`src/rtl/pwm_multi_if.sv`:
```
// Control/status bundle between the motor-control logic and the multi-channel PWM.
// The controller owns duty, polarity and enable; the PWM returns the pin levels and period events.
interface pwm_multi_if #(
  parameter int nbits = 10,
  parameter int nchan = 4
);
  logic                   en;
  logic [nchan*nbits-1:0] duty;
  logic                   load;
  logic [nchan-1:0]       inv;
  logic [nchan-1:0]       out;
  logic                   period_start;
  logic                   load_ack;

  modport master (output en, duty, load, inv, input out, period_start, load_ack);
  modport slave  (input en, duty, load, inv, output out, period_start, load_ack);
endinterface

```
`src/rtl/pwm_multi.sv`:
```
// Multi-channel PWM generator: one shared prescaler and period counter (edge or center aligned).
// Each channel has a double-buffered duty word committed only at a period boundary.
module pwm_multi #(
  parameter int clk_freq = 48000000,
  parameter int freq     = 1000,
  parameter int nbits    = 10,
  parameter int nchan    = 4,
  parameter bit center   = 1'b0
) (
  input  logic       clk,
  input  logic       rst,
  pwm_multi_if.slave bus
);
  localparam int max_pwm = (1 << nbits) - 1;
  localparam int max_div = center ? (clk_freq / (freq * 2 * max_pwm)) - 1
                                  : (clk_freq / (freq * (1 << nbits))) - 1;
  localparam int dw = (max_div > 0) ? $clog2(max_div + 1) : 1;
  localparam logic [dw-1:0]    div_last = dw'(max_div);
  localparam logic [nbits-1:0] cnt_top  = '1;

  if (max_div < 0) begin : g_bad_div
    $fatal(1, "pwm_multi: clk_freq too low for freq/nbits, max_div=%0d", max_div);
  end

  logic [dw-1:0]    presc_r;
  logic [nbits-1:0] cnt_r;
  logic [nbits-1:0] cnt_nxt_s;
  logic             dir_r;
  logic             dir_nxt_s;
  logic             pending_r;
  logic [nbits-1:0] active_r [nchan];
  logic [nbits-1:0] shadow_r [nchan];
  logic [nchan-1:0] raw_s;
  logic [nchan-1:0] out_r;
  logic             period_start_r;
  logic             load_ack_r;
  logic             tick_s;
  logic             boundary_s;
  logic             commit_s;

  // next count and direction; dir_r high means counting down (center mode only)
  always_comb begin
    cnt_nxt_s = cnt_r + 1'b1;
    dir_nxt_s = dir_r;
    if (center) begin
      if (dir_r) begin
        cnt_nxt_s = cnt_r - 1'b1;
        if (cnt_nxt_s == '0) begin
          dir_nxt_s = 1'b0;
        end else begin
          dir_nxt_s = 1'b1;
        end
      end else begin
        if (cnt_nxt_s == cnt_top) begin
          dir_nxt_s = 1'b1;
        end else begin
          dir_nxt_s = 1'b0;
        end
      end
    end else begin
      dir_nxt_s = 1'b0;
    end
  end

  assign tick_s     = bus.en && (presc_r == div_last);
  assign boundary_s = tick_s && (cnt_nxt_s == '0) && (cnt_r != '0);
  // a disabled PWM has no period to protect, so a pending shadow commits right away
  assign commit_s   = pending_r && (boundary_s || !bus.en);

  // per-channel compare; a full-scale duty word means 100 % high
  always_comb begin
    raw_s = '0;
    for (int i = 0; i < nchan; i++) begin
      raw_s[i] = (cnt_r < active_r[i]) || (active_r[i] == cnt_top);
    end
  end

  // timebase, duty double-buffering and registered outputs
  always_ff @(posedge clk) begin
    if (!rst) begin
      presc_r        <= '0;
      cnt_r          <= '0;
      dir_r          <= 1'b0;
      pending_r      <= 1'b0;
      out_r          <= '0;
      period_start_r <= 1'b0;
      load_ack_r     <= 1'b0;
      for (int i = 0; i < nchan; i++) begin
        active_r[i] <= '0;
        shadow_r[i] <= '0;
      end
    end else begin
      period_start_r <= boundary_s;
      load_ack_r     <= commit_s;
      if (!bus.en) begin
        presc_r <= '0;
        cnt_r   <= '0;
        dir_r   <= 1'b0;
        out_r   <= bus.inv;
      end else begin
        out_r <= raw_s ^ bus.inv;
        if (tick_s) begin
          presc_r <= '0;
          cnt_r   <= cnt_nxt_s;
          dir_r   <= dir_nxt_s;
        end else begin
          presc_r <= presc_r + 1'b1;
        end
      end
      for (int i = 0; i < nchan; i++) begin
        if (commit_s) begin
          active_r[i] <= shadow_r[i];
        end
        if (bus.load) begin
          shadow_r[i] <= bus.duty[i*nbits +: nbits];
        end
      end
      pending_r <= bus.load || (pending_r && !commit_s);
    end
  end

  assign bus.out          = out_r;
  assign bus.period_start = period_start_r;
  assign bus.load_ack     = load_ack_r;
endmodule

```
`src/flat_wrapper.sv`:
```
// flat-port wrapper written by rule: the top's interface ports become plain ports
module pwm_multi_flat 
#(
  parameter int clk_freq = 48000000,
  parameter int freq     = 1000,
  parameter int nbits    = 10,
  parameter int nchan    = 4,
  parameter bit center   = 1'b0
)
  (clk, rst, bus_en, bus_duty, bus_load, bus_inv, bus_out, bus_period_start, bus_load_ack);
  pwm_multi_if #(.nbits(nbits), .nchan(nchan)) bus_i ();
  input  logic clk;
  input  logic rst;
  input wire logic [$bits(bus_i.en)-1:0] bus_en;
  input wire logic [$bits(bus_i.duty)-1:0] bus_duty;
  input wire logic [$bits(bus_i.load)-1:0] bus_load;
  input wire logic [$bits(bus_i.inv)-1:0] bus_inv;
  output wire logic [$bits(bus_i.out)-1:0] bus_out;
  output wire logic [$bits(bus_i.period_start)-1:0] bus_period_start;
  output wire logic [$bits(bus_i.load_ack)-1:0] bus_load_ack;
  assign bus_i.en = bus_en;
  assign bus_i.duty = bus_duty;
  assign bus_i.load = bus_load;
  assign bus_i.inv = bus_inv;
  assign bus_out = bus_i.out;
  assign bus_period_start = bus_i.period_start;
  assign bus_load_ack = bus_i.load_ack;
  pwm_multi #(.clk_freq(clk_freq), .freq(freq), .nbits(nbits), .nchan(nchan), .center(center)) u_core (.clk(clk), .rst(rst), .bus(bus_i));
endmodule
```
`config.mk`:
```
export PLATFORM = sky130hd
export DESIGN_NAME = pwm_multi_flat
export DESIGN_NICKNAME = d
export VERILOG_FILES = /design/src/rtl/pwm_multi_if.sv /design/src/rtl/pwm_multi.sv /design/src/flat_wrapper.sv
export SDC_FILE = /design/constraint.sdc
export NUM_CORES = 1
export LEC_CHECK = 0
export ABC_CLOCK_PERIOD_IN_PS = 5400
export CORE_AREA = 4 4 114 116
export CTS_CLUSTER_DIAMETER = 40
export DETAILED_ROUTE_END_ITERATION = 10
export DIE_AREA = 0 0 118 120
export PLACE_DENSITY_LB_ADDON = 0.25
export SKIP_LAST_GASP = 1
export SYNTH_ARGS = -nofsm -noshare
export SYNTH_HDL_FRONTEND = slang
export SYNTH_SLANG_ARGS = --single-unit
```
`constraint.sdc`:
```
create_clock -name clk -period 5.4 [get_ports clk]
set_input_delay 1.08 -clock clk [delete_from_list [all_inputs] [get_ports clk]]
set_output_delay 1.08 -clock clk [all_outputs]
set_load 0.01 [all_outputs]
```
## After elaboration in Yosys (flattened, before gate mapping)

Memories as Yosys holds them, arrays and structs flattened.
Cells that the tools add are included.

| storage, ports and cells | value |
|---|---|
| memories kept | 2 |
| ROM bits | 0 |
| register bits | 23 |
| input bits | 48 |
| bits in latches | 0 |
| memory bits (writable) | 80 |

Memory list:

| memory | words | bits a word | read ports | clocked after memory_dff | write ports | line | text |
|---|---|---|---|---|---|---|---|
| u_core.active_r | 4 | 10 | 4 | 0 | 4 | pwm_multi.sv:31 | `logic [nbits-1:0] active_r [nchan];` |
| u_core.shadow_r | 4 | 10 | 4 | 0 | 4 | pwm_multi.sv:32 | `logic [nbits-1:0] shadow_r [nchan];` |

| cells by class | value |
|---|---|
| add/sub/neg operators | 2 |
| shifts and indexed selects | 0 |
| div/mod/pow operators | 0 |
| mux-type cells | 16 |
| eq/ne operators | 5 |
| reductions and logical operators | 17 |
| $mul | 0 |
| bitwise operators | 11 |
| magnitude comparators | 4 |

Operator list:

| kind | count |
|---|---|
| 2-to-1 mux 10 bit | 8 |
| == test 10 bit (second input constant) | 4 |
| < comparator 10 bit | 4 |
| adder 10 x 1 -> 10 bit (second input constant) | 1 |
| zero test 10 bit | 1 |
| nonzero test 10 bit | 1 |
| bitwise OR 1 bit | 8 |
| 2-to-1 mux 1 bit | 7 |
| adder 6 x 1 -> 6 bit (second input constant) | 1 |
| == test 6 bit (second input constant) | 1 |
| logical OR 1 bit | 6 |
| logical AND 1 bit | 5 |
| 2-to-1 mux 4 bit | 1 |
| bitwise XOR 4 bit | 1 |
| OR reduction 3 bit | 1 |
| zero test 1 bit | 2 |
| NOT 1 bit | 2 |
| AND reduction 2 bit | 1 |

## Longest topological paths before layout

Gate-level depths: netlist of the first run.

| logic depth | value |
|---|---|
| word-level depth | 10 |
| mapped depth | 9 |
| mapped depth without buffers | 7 |

## Least setup slack after synthesis of the first run

OpenSTA, ideal clock, no wires.

| timing | value |
|---|---|
| path kind | input port to flip-flop |
| start | input bus_en |
| end | memory u_core.active_r[0][0], enable pin |
| data required time | 4993 ps |
| cell stages on the path | 7 |
| arrival | 3224 ps |
| path slack | 1770 ps |
| path through | and4b_1 > and3_1 > buf_4 > and4b_2 > a41oi_4 > buf_6 > o21ai_2 |

RTL lines:

| element | line | text |
|---|---|---|
| start: declaration | flat_wrapper.sv:14 | `input wire logic [$bits(bus_i.en)-1:0] bus_en;` |
| end: declaration | pwm_multi.sv:31 |  |

==> run_results.csv, run 1 <==
group,metric,value,unit
synth,synthTopCellsByArea,"edfxtp_1, ha_1, dfxtp_1",
routing,routed_wl,10200,microns
cells_and_area,drive_gt1_frac,0.0944,
cells_and_area,area_growth,17.3,%
routing,drtIter0Drc,140,
die,coreArea,11900,sq um
synth,synth_top_area_share,0.450,
worst_setup_path,setup.worst_path.start_class,"primary input",
power,clockPowerShare,0.375,
routing,postRouteAntennaNets,0,
worst_setup_path,max_stage_delay,0.84,ns
power,p_leak,2.51,nW
worst_setup_path,required,5.38,ns
synth,synth-seq-cells,103,
place,io_buffers,53,
die,fp.dieH,120,microns
sta,layout_min_cycle_time,3.56,ns
place,place_area,5960,sq um
worst_setup_path,criticalPathCategory,"primary input to flop",
power,powerDensity,272,nW/um^2
power,power,0.00170,W
clocking,cts.reportedPaths.clkPinSlew,0.07,ns
synth,synth_area_leader_cell,"edfxtp_1",
global_routing,grt_max_degree,43,
die,pin_count,54,
place,place.gp.congestion,0.840,
worst_setup_path,cp-end-kind,"flop",
clocking,clk_path_buf_depth,2,
worst_setup_path,critPathMaxFanout,40,
clocking,clkLatencyLatePin,0.34,ns
clocking,cts_setup_buffers,0,
worst_setup_path,arrival,3.54,ns
power,p_comb_frac,0.083,
synth,syn_nets,536,
sta,grt_setup_unrepaired,"no",
global_routing,grt_antenna_before_repair,0,
power,switching_power,0.000363,W
clocking,cts_buffers,9,
worst_setup_path,reg2reg_slack,2.64,ns
sta,slew_viol_final,0,
sta,final_hold_viol_count,0,
clocking,htree_levels,3,
cells_and_area,final_cells,645,
clocking,cts_resized,0,
clocking,clockRootBuffer,"clkbuf_16",
worst_setup_path,cp-endpoint,"u_core.active_r[0][3]$_SDFFCE_PN0P_",
cells_and_area,antenna_cells,0,
routing,wire_per_inst,15.8,microns
worst_setup_path,ff2ff_path_depth,6,
synth,synth-seq-area-share,0.537,
clocking,cts_tree,"done",
worst_setup_path,path_cells,"clkdlybuf4s50_1 -> and4b_1 -> and3_1 -> and4b_2 -> a41oi_4 -> o21ai_4 -> buf_4",
synth,avgSynthCellArea,11.9,sq um
die,die_area,14200,sq um
global_routing,grt_pass1_wl,16900,microns
sta,worst_pin_slew,0.935,ns
die,start_util,0.448,
sta,tns,0,ns
flow_run,maxCapViolCount,0,
worst_hold_path,hold_path.startpoint,"u_core.presc_r[0]$_SDFF_PP0_",
status,status,"finished, final reports clean",
worst_setup_path,cpMaxStageDelayCell,"clkdlybuf4s50_1",
synth,netlist_instances,447,
synth,ys.flop_type,"edfxtp_1",
global_routing,overflow,0,
routing,avgViaCountPerCell,5.41,
synth,async_flop_share,0,
die,die_w,118,microns
cells_and_area,nets,582,
power,internal_power,0.00134,W
clocking,cts.sinks,103,
power,vdd_drop_max,0.000137,V
place,dp_hpwl,7090,microns
sta,fin_ws,1.84,ns
sta,relSlewSlack,0.377,
synth,synth_edf_count,80,
cells_and_area,post-route-cell-area,6260,sq um
worst_setup_path,rr_endpoint,"u_core.active_r[0][3]$_SDFFCE_PN0P_",
clocking,hold_buffers,0,
die,rows,40,
global_routing,grt_pass1_vias,3476,
synth,ys_types,45,
sta,fmax,281,MHz
routing,via_count,3490,
place,pre_cts_slack,1.49,ns
routing,firstDrtPassIters,4,
power,p_seq_frac,0.542,
worst_setup_path,rr_startpoint,"u_core.cnt_r[1]$_SDFFE_PN0P_",
sta,setup_viol,0,
worst_hold_path,min_path_type,"flop to flop",
global_routing,globalRouteTotalUtil,0.150,
sta,worst_clock_skew,0.00624,ns
place,place_inst,629,
synth,synth-warning-count,0,
worst_setup_path,crit_start,"bus_en",
sta,period_share,0.659,
synth,syn_area,5340,sq um
power,swShare,0.213,
routing,drc,0,
[power groups by stage]
stage | Combinational (W) | Sequential (W) | Clock (W)
after global placement | 0.000139 | 0.000940 | 0
after detailed placement | 0.000143 | 0.000940 | 0
after global routing | 0.000157 | 0.000927 | 0.000687
after CTS | 0.000144 | 0.000923 | 0.000657
after floorplan | 0.0000831 | 0.000934 | 0
final | 0.000141 | 0.000922 | 0.000638
[logic make-up (layout without fill, tap and decap cells)]
| logic type | after synthesis | in the layout | share of synthesized area |
|---|---|---|---|
| adders and majority gates | 41 | 41 | 0.0962 |
| AOI/OAI and AO/OA | 43 | 43 | 0.0624 |
| DFF | 103 | 103 | 0.537 |
| and+or+nand+nor | 178 | 178 | 0.219 |
| muxes | 5 | 5 | 0.0101 |
| buffers and inverters | 64 | 115 | 0.0549 |
| xor gates and xnor gates | 13 | 13 | 0.0213 |
[per-layer routing]
layer / share of wire / GRT usage
met1: 0.45 / 0.182
met2: 0.50 / 0.259
met3: 0.032 / 0.0297
met4: 0.022 / 0.0696
met5: 0 / 0
[synthesized netlist by cell type (3+ instances only)]
cell      count
o32ai_1       4
nor2_1       18
a21boi_0      4
a21o_1        4
inv_1        41
o311ai_0      4
nor3_1        3
clkbuf_1     15
mux2i_1       4
nand2b_1      9
a211oi_1      5
nor3b_2      18
xor2_1        5
dfxtp_1      23
ha_1         41
nand4_1      10
a41o_1        4
a31oi_1       4
a21oi_1       7
nor3b_1      22
xnor2_1       8
buf_6         5
nand2_1      21
nand3_1      18
edfxtp_1     80
o21ai_0       3
and3_1       47
[cells in the final DEF, fill, tap and decap left out, types with 3 or more instances in the layout]
| cell | n |
|---|---|
| nand2_1 | 21 |
| inv_1 | 41 |
| xnor2_1 | 8 |
| nand3_1 | 18 |
| mux2i_1 | 4 |
| edfxtp_1 | 80 |
| dfxtp_1 | 23 |
| o21ai_0 | 3 |
| o311ai_0 | 4 |
| a31oi_1 | 4 |
| nand2b_1 | 8 |
| buf_4 | 5 |
| nor2_1 | 18 |
| xor2_1 | 5 |
| a41o_1 | 4 |
| nor3b_1 | 22 |
| nand4_1 | 10 |
| ha_1 | 41 |
| nor3_1 | 3 |
| clkbuf_16 | 9 |
| a21oi_1 | 7 |
| and3_1 | 47 |
| nor3b_2 | 18 |
| clkdlybuf4s50_1 | 53 |
| o32ai_1 | 4 |
| a21o_1 | 4 |
| a211oi_1 | 5 |
| a21boi_0 | 4 |
[cell type report]
| class | instances | area [sq um] |
|---|---|---|
| Multi-Input combinational cell | 280 | 2190 |
| Timing Repair Buffer | 58 | 568 |
| Fill cell | 1039 | 5650 |
| Sequential cell | 103 | 2860 |
| Inverter | 41 | 154 |
| Tap cell | 147 | 184 |
| Clock buffer | 10 | 229 |
| Clock inverter | 6 | 70.1 |
[through the flow]
step | hold WS (ns) | util
2_1_floorplan | 0.430 | -
3_3_place_gp | 0.445 | 0.500
3_5_place_dp | 0.455 | 0.500
4_1_cts | 0.471 | 0.525
5_1_grt | 0.483 | 0.525
6_report | 0.465 | 0.525
[state kept, by name (all words and copies together), names as in the netlist]
name / flops
u_core.active_r: 40
u_core.bus.load_ack: 1
u_core.shadow_r: 40
u_core.bus.period_start: 1
u_core.pending_r: 1
u_core.presc_r: 6
u_core.bus.out: 4
u_core.cnt_r: 10
[critical path, delay by kind of cell]
kind                   cells  cell delay (ns)
buffers and inverters      2             1.28
and+or+nand+nor            3             0.87
AOI/OAI and AO/OA          2             0.28
[worst min-delay path by stage]
| stage | to | slack (ns) | cells after the start |
|---|---|---|---|
| after detailed placement | u_core.presc_r[0]$_SDFF_PP0_ | 0.45 | 1 |
| after global placement | u_core.presc_r[0]$_SDFF_PP0_ | 0.44 | 1 |
| final | u_core.presc_r[0]$_SDFF_PP0_ | 0.47 | 1 |
| after floorplan | u_core.presc_r[0]$_SDFF_PP0_ | 0.43 | 1 |
| after global routing | u_core.presc_r[0]$_SDFF_PP0_ | 0.48 | 1 |
| after CTS | u_core.presc_r[0]$_SDFF_PP0_ | 0.47 | 1 |
(Power assumes the default switching activity.)
==> run 2, diff against run 1 <==
--- a/config.mk
+++ b/config.mk
@@ -5,7 +5,7 @@
 export SDC_FILE = /design/constraint.sdc
 export NUM_CORES = 1
 export LEC_CHECK = 0
-export ABC_CLOCK_PERIOD_IN_PS = 5400
+export ABC_CLOCK_PERIOD_IN_PS = 3300
 export CORE_AREA = 4 4 114 116
 export CTS_CLUSTER_DIAMETER = 40
 export DETAILED_ROUTE_END_ITERATION = 10
==> constraint.sdc (replaced) <==
create_clock -name clk -period 3.3 [get_ports clk]
set_input_delay 0.66 -clock clk [delete_from_list [all_inputs] [get_ports clk]]
set_output_delay 0.66 -clock clk [all_outputs]
set_load 0.01 [all_outputs]
==> run_results.csv, run 2 (synthesized netlist as in run 1, its figures left out) <==
group,metric,value,unit
status,status,"finished, final reports clean",
power,p_leak,2.52,nW
clocking,clkLatencyLatePin,0.34,ns
clocking,clk_path_buf_depth,2,
routing,routed_wl,10100,microns
cells_and_area,antenna_cells,0,
die,pin_count,54,
routing,wire_per_inst,15.7,microns
routing,via_count,3470,
routing,firstDrtPassIters,4,
power,powerDensity,445,nW/um^2
cells_and_area,finalCoreUtilization,0.528,
global_routing,overflow,0,
sta,fmax,379,MHz
routing,drc,0,
flow_run,maxCapViolCount,0,
global_routing,grt_pass1_wl,17400,microns
cells_and_area,final_common_cell,"edfxtp_1",
clocking,cts.reportedPaths.clkPinSlew,0.07,ns
die,die_area,14200,sq um
worst_setup_path,critPathMaxFanout,41,
sta,grt_setup_unrepaired,"no",
worst_setup_path,rr_startpoint,"u_core.cnt_r[1]$_SDFFE_PN0P_",
cells_and_area,nets,585,
global_routing,globalRouteTotalUtil,0.152,
sta,slew_viol_final,0,
worst_setup_path,cp-end-kind,"flop",
sta,period_share,0.799,
worst_setup_path,arrival,2.71,ns
cells_and_area,reg.largest.list,"u_core.active_r (40), u_core.shadow_r (40), u_core.cnt_r (10)",
worst_setup_path,reg2reg_slack,0.68,ns
place,dp_hpwl,6950,microns
place,io_buffers,53,
global_routing,grt_antenna_before_repair,0,
sta,setup_viol,0,
cells_and_area,drive_gt1_frac,0.0998,
die,rows,40,
worst_setup_path,crit_start,"bus_en",
worst_setup_path,required,3.37,ns
sta,tns,0,ns
power,vdd_drop_max,0.000276,V
worst_setup_path,path_cells,"clkdlybuf4s50_1 -> and4b_1 -> and3_1 -> and4b_2 -> a41oi_4 -> buf_4 -> nor3b_1",
clocking,hold_buffers,0,
clocking,cts_tree,"done",
die,start_util,0.448,
routing,drtIter0Drc,144,
cells_and_area,final_cell_mix,"edfxtp_1, clkdlybuf4s50_1, and3_1",
worst_setup_path,criticalPathCategory,"primary input to flop",
clocking,cts_resized,0,
routing,postRouteAntennaNets,0,
die,die_w,118,microns
worst_hold_path,min_path_type,"flop to flop",
worst_hold_path,hold_path.startpoint,"u_core.presc_r[0]$_SDFF_PP0_",
worst_setup_path,cpMaxStageDelayCell,"buf_4",
clocking,cts_buffers,9,
sta,relSlewSlack,0.592,
clocking,cts.sinks,103,
cells_and_area,post-route-cell-area,6290,sq um
place,place.gp.congestion,0.826,
die,fp.dieH,120,microns
sta,final_hold_viol_count,0,
sta,worst_pin_slew,0.612,ns
sta,worst_clock_skew,0.00523,ns
clocking,cts_setup_buffers,0,
routing,avgViaCountPerCell,5.35,
global_routing,grt_pass1_vias,3517,
die,coreArea,11900,sq um
cells_and_area,area_growth,17.9,%
clocking,clockRootBuffer,"clkbuf_16",
sta,layout_min_cycle_time,2.64,ns
worst_setup_path,setup.worst_path.start_class,"primary input",
worst_setup_path,max_stage_delay,0.48,ns
clocking,htree_levels,3,
global_routing,grt_max_degree,42,
place,place_area,5990,sq um
## run 2: per-layer routing
metal | wire [microns] | share of wire | track usage
met1 | 4630 | 0.46 | 0.198
met2 | 4920 | 0.49 | 0.252
met3 | 403 | 0.040 | 0.0325
met4 | 189 | 0.019 | 0.0557
met5 | 0 | 0 | 0
## run 2: final cells by class
cell class                 instances  area (sq um)
timing repair buffer              61           603
fill                            1040          5620
inverter                          41           154
multi-input combinational        280          2190
clock buffer                       9           225
clock inverter                     7          72.6
tap                              147           184
sequential                       103          2860
## run 2: critical path: cells and delay by family
| kind | cells | cell delay (ns) |
|---|---|---|
| compound gates | 1 | 0.26 |
| buf+inv | 2 | 0.90 |
| simple gates | 4 | 0.86 |
## run 2: stage by stage
step	setup WS (ns)	total power [W]	hold WS [ns]	cells
after CTS	0.655	0.00283	0.465	648
after global placement	0.353	0.00177	0.445	632
after floorplan	0.0898	0.00166	0.430	447
final	0.663	0.00280	0.460	648
after global routing	0.463	0.00291	0.489	648
after detailed placement	0.293	0.00178	0.449	632
## run 2: power by group
group	internal (W)	switching [W]	total, W
logic	0.000122	0.000115	0.000238
registers	0.00148	0.0000298	0.00151
clock network	0.000589	0.000464	0.00105
total	0.00219	0.000609	0.00280
## run 2: worst paths after layout
| path | endpoint | cells past startpoint |
|---|---|---|
| setup / recovery | u_core.active_r[1][1]$_SDFFCE_PN0P_ | 7 |
| hold / removal | u_core.presc_r[0]$_SDFF_PP0_ | 1 |
| hold reg to reg | u_core.presc_r[0]$_SDFF_PP0_ | 1 |
| setup reg to reg | u_core.active_r[1][1]$_SDFFCE_PN0P_ | 6 |
==> run 3, diff against run 2 <==
--- a/config.mk
+++ b/config.mk
@@ -5,7 +5,7 @@
 export SDC_FILE = /design/constraint.sdc
 export NUM_CORES = 1
 export LEC_CHECK = 0
-export ABC_CLOCK_PERIOD_IN_PS = 3300
+export ABC_CLOCK_PERIOD_IN_PS = 2700
 export CORE_AREA = 4 4 114 116
 export CTS_CLUSTER_DIAMETER = 40
 export DETAILED_ROUTE_END_ITERATION = 10
==> constraint.sdc (replaced) <==
create_clock -name clk -period 2.7 [get_ports clk]
set_input_delay 0.54 -clock clk [delete_from_list [all_inputs] [get_ports clk]]
set_output_delay 0.54 -clock clk [all_outputs]
set_load 0.01 [all_outputs]
==> run_results.csv, run 3 (synthesized netlist as in run 1, its figures left out) <==
group,metric,value,unit
routing,drc,0,
global_routing,grt_antenna_before_repair,0,
power,p_comb_frac,0.085,
sta,tns,0,ns
power,p_seq_frac,0.519,
cells_and_area,area_growth,19.7,%
clocking,cts_buffers,9,
worst_setup_path,path_cells,"nand3_2 -> nor4_2 -> xnor2_1 -> a41oi_4 -> o21ai_4 -> buf_12",
clocking,clk_path_buf_depth,2,
die,rows,40,
sta,grt_setup_unrepaired,"no",
worst_setup_path,max_stage_delay,0.64,ns
cells_and_area,final_cell_mix,"edfxtp_1, clkdlybuf4s50_1, and3_1",
power,powerDensity,556,nW/um^2
place,place.gp.congestion,0.861,
global_routing,overflow,0,
power,vdd_drop_max,0.000299,V
clocking,cts.reportedPaths.clkPinSlew,0.07,ns
place,dp_hpwl,7530,microns
clocking,cts_tree,"done",
worst_setup_path,ff2ff_path_depth,6,
global_routing,grt_max_degree,42,
worst_setup_path,rr_endpoint,"u_core.active_r[2][9]$_SDFFCE_PN0P_",
die,coreArea,11900,sq um
routing,wl_met1,4780,microns
die,die_area,14200,sq um
worst_setup_path,criticalPathCategory,"flop to flop",
power,internal_power,0.00279,W
flow_run,maxCapViolCount,0,
routing,firstDrtPassIters,4,
routing,wire_per_inst,15.9,microns
sta,worst_clock_skew,0.00675,ns
cells_and_area,antenna_cells,0,
worst_setup_path,rr_startpoint,"u_core.cnt_r[2]$_SDFFE_PN0P_",
worst_hold_path,min_to,"u_core.presc_r[0]$_SDFF_PP0_",
routing,routed_wl,10500,microns
routing,postRouteAntennaNets,0,
die,start_util,0.448,
cells_and_area,finalCoreUtilization,0.536,
die,die_w,118,microns
routing,top_layer_used,"met4",
clocking,cts.sinks,103,
worst_setup_path,cp-end-kind,"flop",
worst_setup_path,critPathMaxFanout,33,
sta,worst_pin_slew,0.544,ns
routing,avgViaCountPerCell,5.40,
worst_hold_path,hold_depth,1,
routing,met3WireLength,351,microns
clocking,clockRootBuffer,"clkbuf_16",
worst_setup_path,arrival,2.36,ns
global_routing,grt_pass1_wl,17900,microns
cells_and_area,drive_gt1_frac,0.112,
clocking,htree_levels,3,
cells_and_area,reg.largest.list,"u_core.active_r (40), u_core.shadow_r (40), u_core.cnt_r (10)",
clocking,cts_setup_buffers,0,
place,pre_cts_slack,0.0850,ns
sta,period_share,0.860,
sta,relSlewSlack,0.637,
clocking,cts_resized,0,
worst_setup_path,setup.worst_path.start_class,"flop",
sta,fmax,430,MHz
worst_setup_path,reg2reg_slack,0.38,ns
routing,drtIter0Drc,166,
worst_hold_path,hold_path.startpoint,"u_core.presc_r[0]$_SDFF_PP0_",
worst_setup_path,required,2.74,ns
routing,wl_met2,5150,microns
sta,layout_min_cycle_time,2.32,ns
routing,via_count,3541,
global_routing,grt_pass1_vias,3601,
worst_setup_path,cpMaxStageDelayCell,"dfxtp_1",
die,pin_count,54,
place,io_buffers,53,
sta,final_hold_viol_count,0,
power,p_leak,2.58,nW
clocking,hold_buffers,0,
sta,fin_ws,0.377,ns
power,switching_power,0.000764,W
clocking,clkLatencyLatePin,0.34,ns
cells_and_area,final_common_cell,"edfxtp_1",
power,swShare,0.215,
die,fp.dieH,120,microns
power,clockPowerShare,0.396,
sta,slew_viol_final,0,
status,status,"finished, final reports clean",
sta,setup_viol,0,
cells_and_area,nets,593,
worst_hold_path,min_path_type,"flop to flop",
global_routing,globalRouteTotalUtil,0.157,
-- run 3: cell count changes in the layout (fill, tap and decap cells not counted) --
cell	change
buf_4	+7
clkinvlp_4	-2
buf_12	+1
bufinv_16	+1
clkbuf_1	+1
clkinv_2	-1
inv_8	+1
-- run 3: routing by layer --
layer | GRT usage | up-vias
met5 | 0 | -
met4 | 0.0469 | 0
met3 | 0.0353 | 15
met2 | 0.264 | 65
met1 | 0.204 | 1702
li1 | - | 1759
-- run 3: worst max path at each step --
| stage | start | endpoint | slack, ns | depth (start not counted) |
|---|---|---|---|---|
| global placement | bus_en | u_core.active_r[1][8]$_SDFFCE_PN0P_ | 0.09 | 7 |
| detailed placement | bus_en | u_core.active_r[1][3]$_SDFFCE_PN0P_ | 0.08 | 7 |
| global route | u_core.cnt_r[0]$_SDFFE_PN0P_ | u_core.active_r[2][4]$_SDFFCE_PN0P_ | 0.22 | 7 |
| finish | u_core.cnt_r[2]$_SDFFE_PN0P_ | u_core.active_r[2][9]$_SDFFCE_PN0P_ | 0.38 | 6 |
| floorplan | bus_en | u_core.active_r[0][0]$_SDFFCE_PN0P_ | 0.002 | 7 |
| CTS | u_core.cnt_r[2]$_SDFFE_PN0P_ | u_core.active_r[1][4]$_SDFFCE_PN0P_ | 0.40 | 6 |
-- run 3: stage by stage --
stage / power (W) / hold slack (ns) / instance area [sq um] / instances
CTS: 0.00358 / 0.478 / 6390 / 656
floorplan: 0.00204 / 0.430 / 5340 / 447
global placement: 0.00217 / 0.444 / 6070 / 640
finish: 0.00355 / 0.470 / 6390 / 656
global route: 0.00368 / 0.506 / 6390 / 656
detailed placement: 0.00218 / 0.462 / 6070 / 640
-- run 3: area by class of cell --
type,instances,area (sq um)
repair buffers,69,676
flip-flops and latches,103,2860
multi-input cells,280,2190
fillers,1073,5520
well taps,147,184
clock inverters,6,93.8
clock buffers,10,229
inverters,41,154
-- run 3: power by group through the flow --
stage | clock network (W) | logic (W) | registers (W)
2_1_floorplan | 0 | 0.000168 | 0.00187
3_3_place_gp | 0 | 0.000293 | 0.00188
3_5_place_dp | 0 | 0.000304 | 0.00188
4_1_cts | 0.00143 | 0.000305 | 0.00184
5_1_grt | 0.00149 | 0.000336 | 0.00185
6_report | 0.00141 | 0.000301 | 0.00184
-- run 3: critical path: cells and delay by family, from the launching register on --
family	cells	cell delay, ns
flops	1	0.64
simple gates	2	0.50
compound gates	2	0.42
buf+inv	1	0.23
xor+xnor	1	0.22
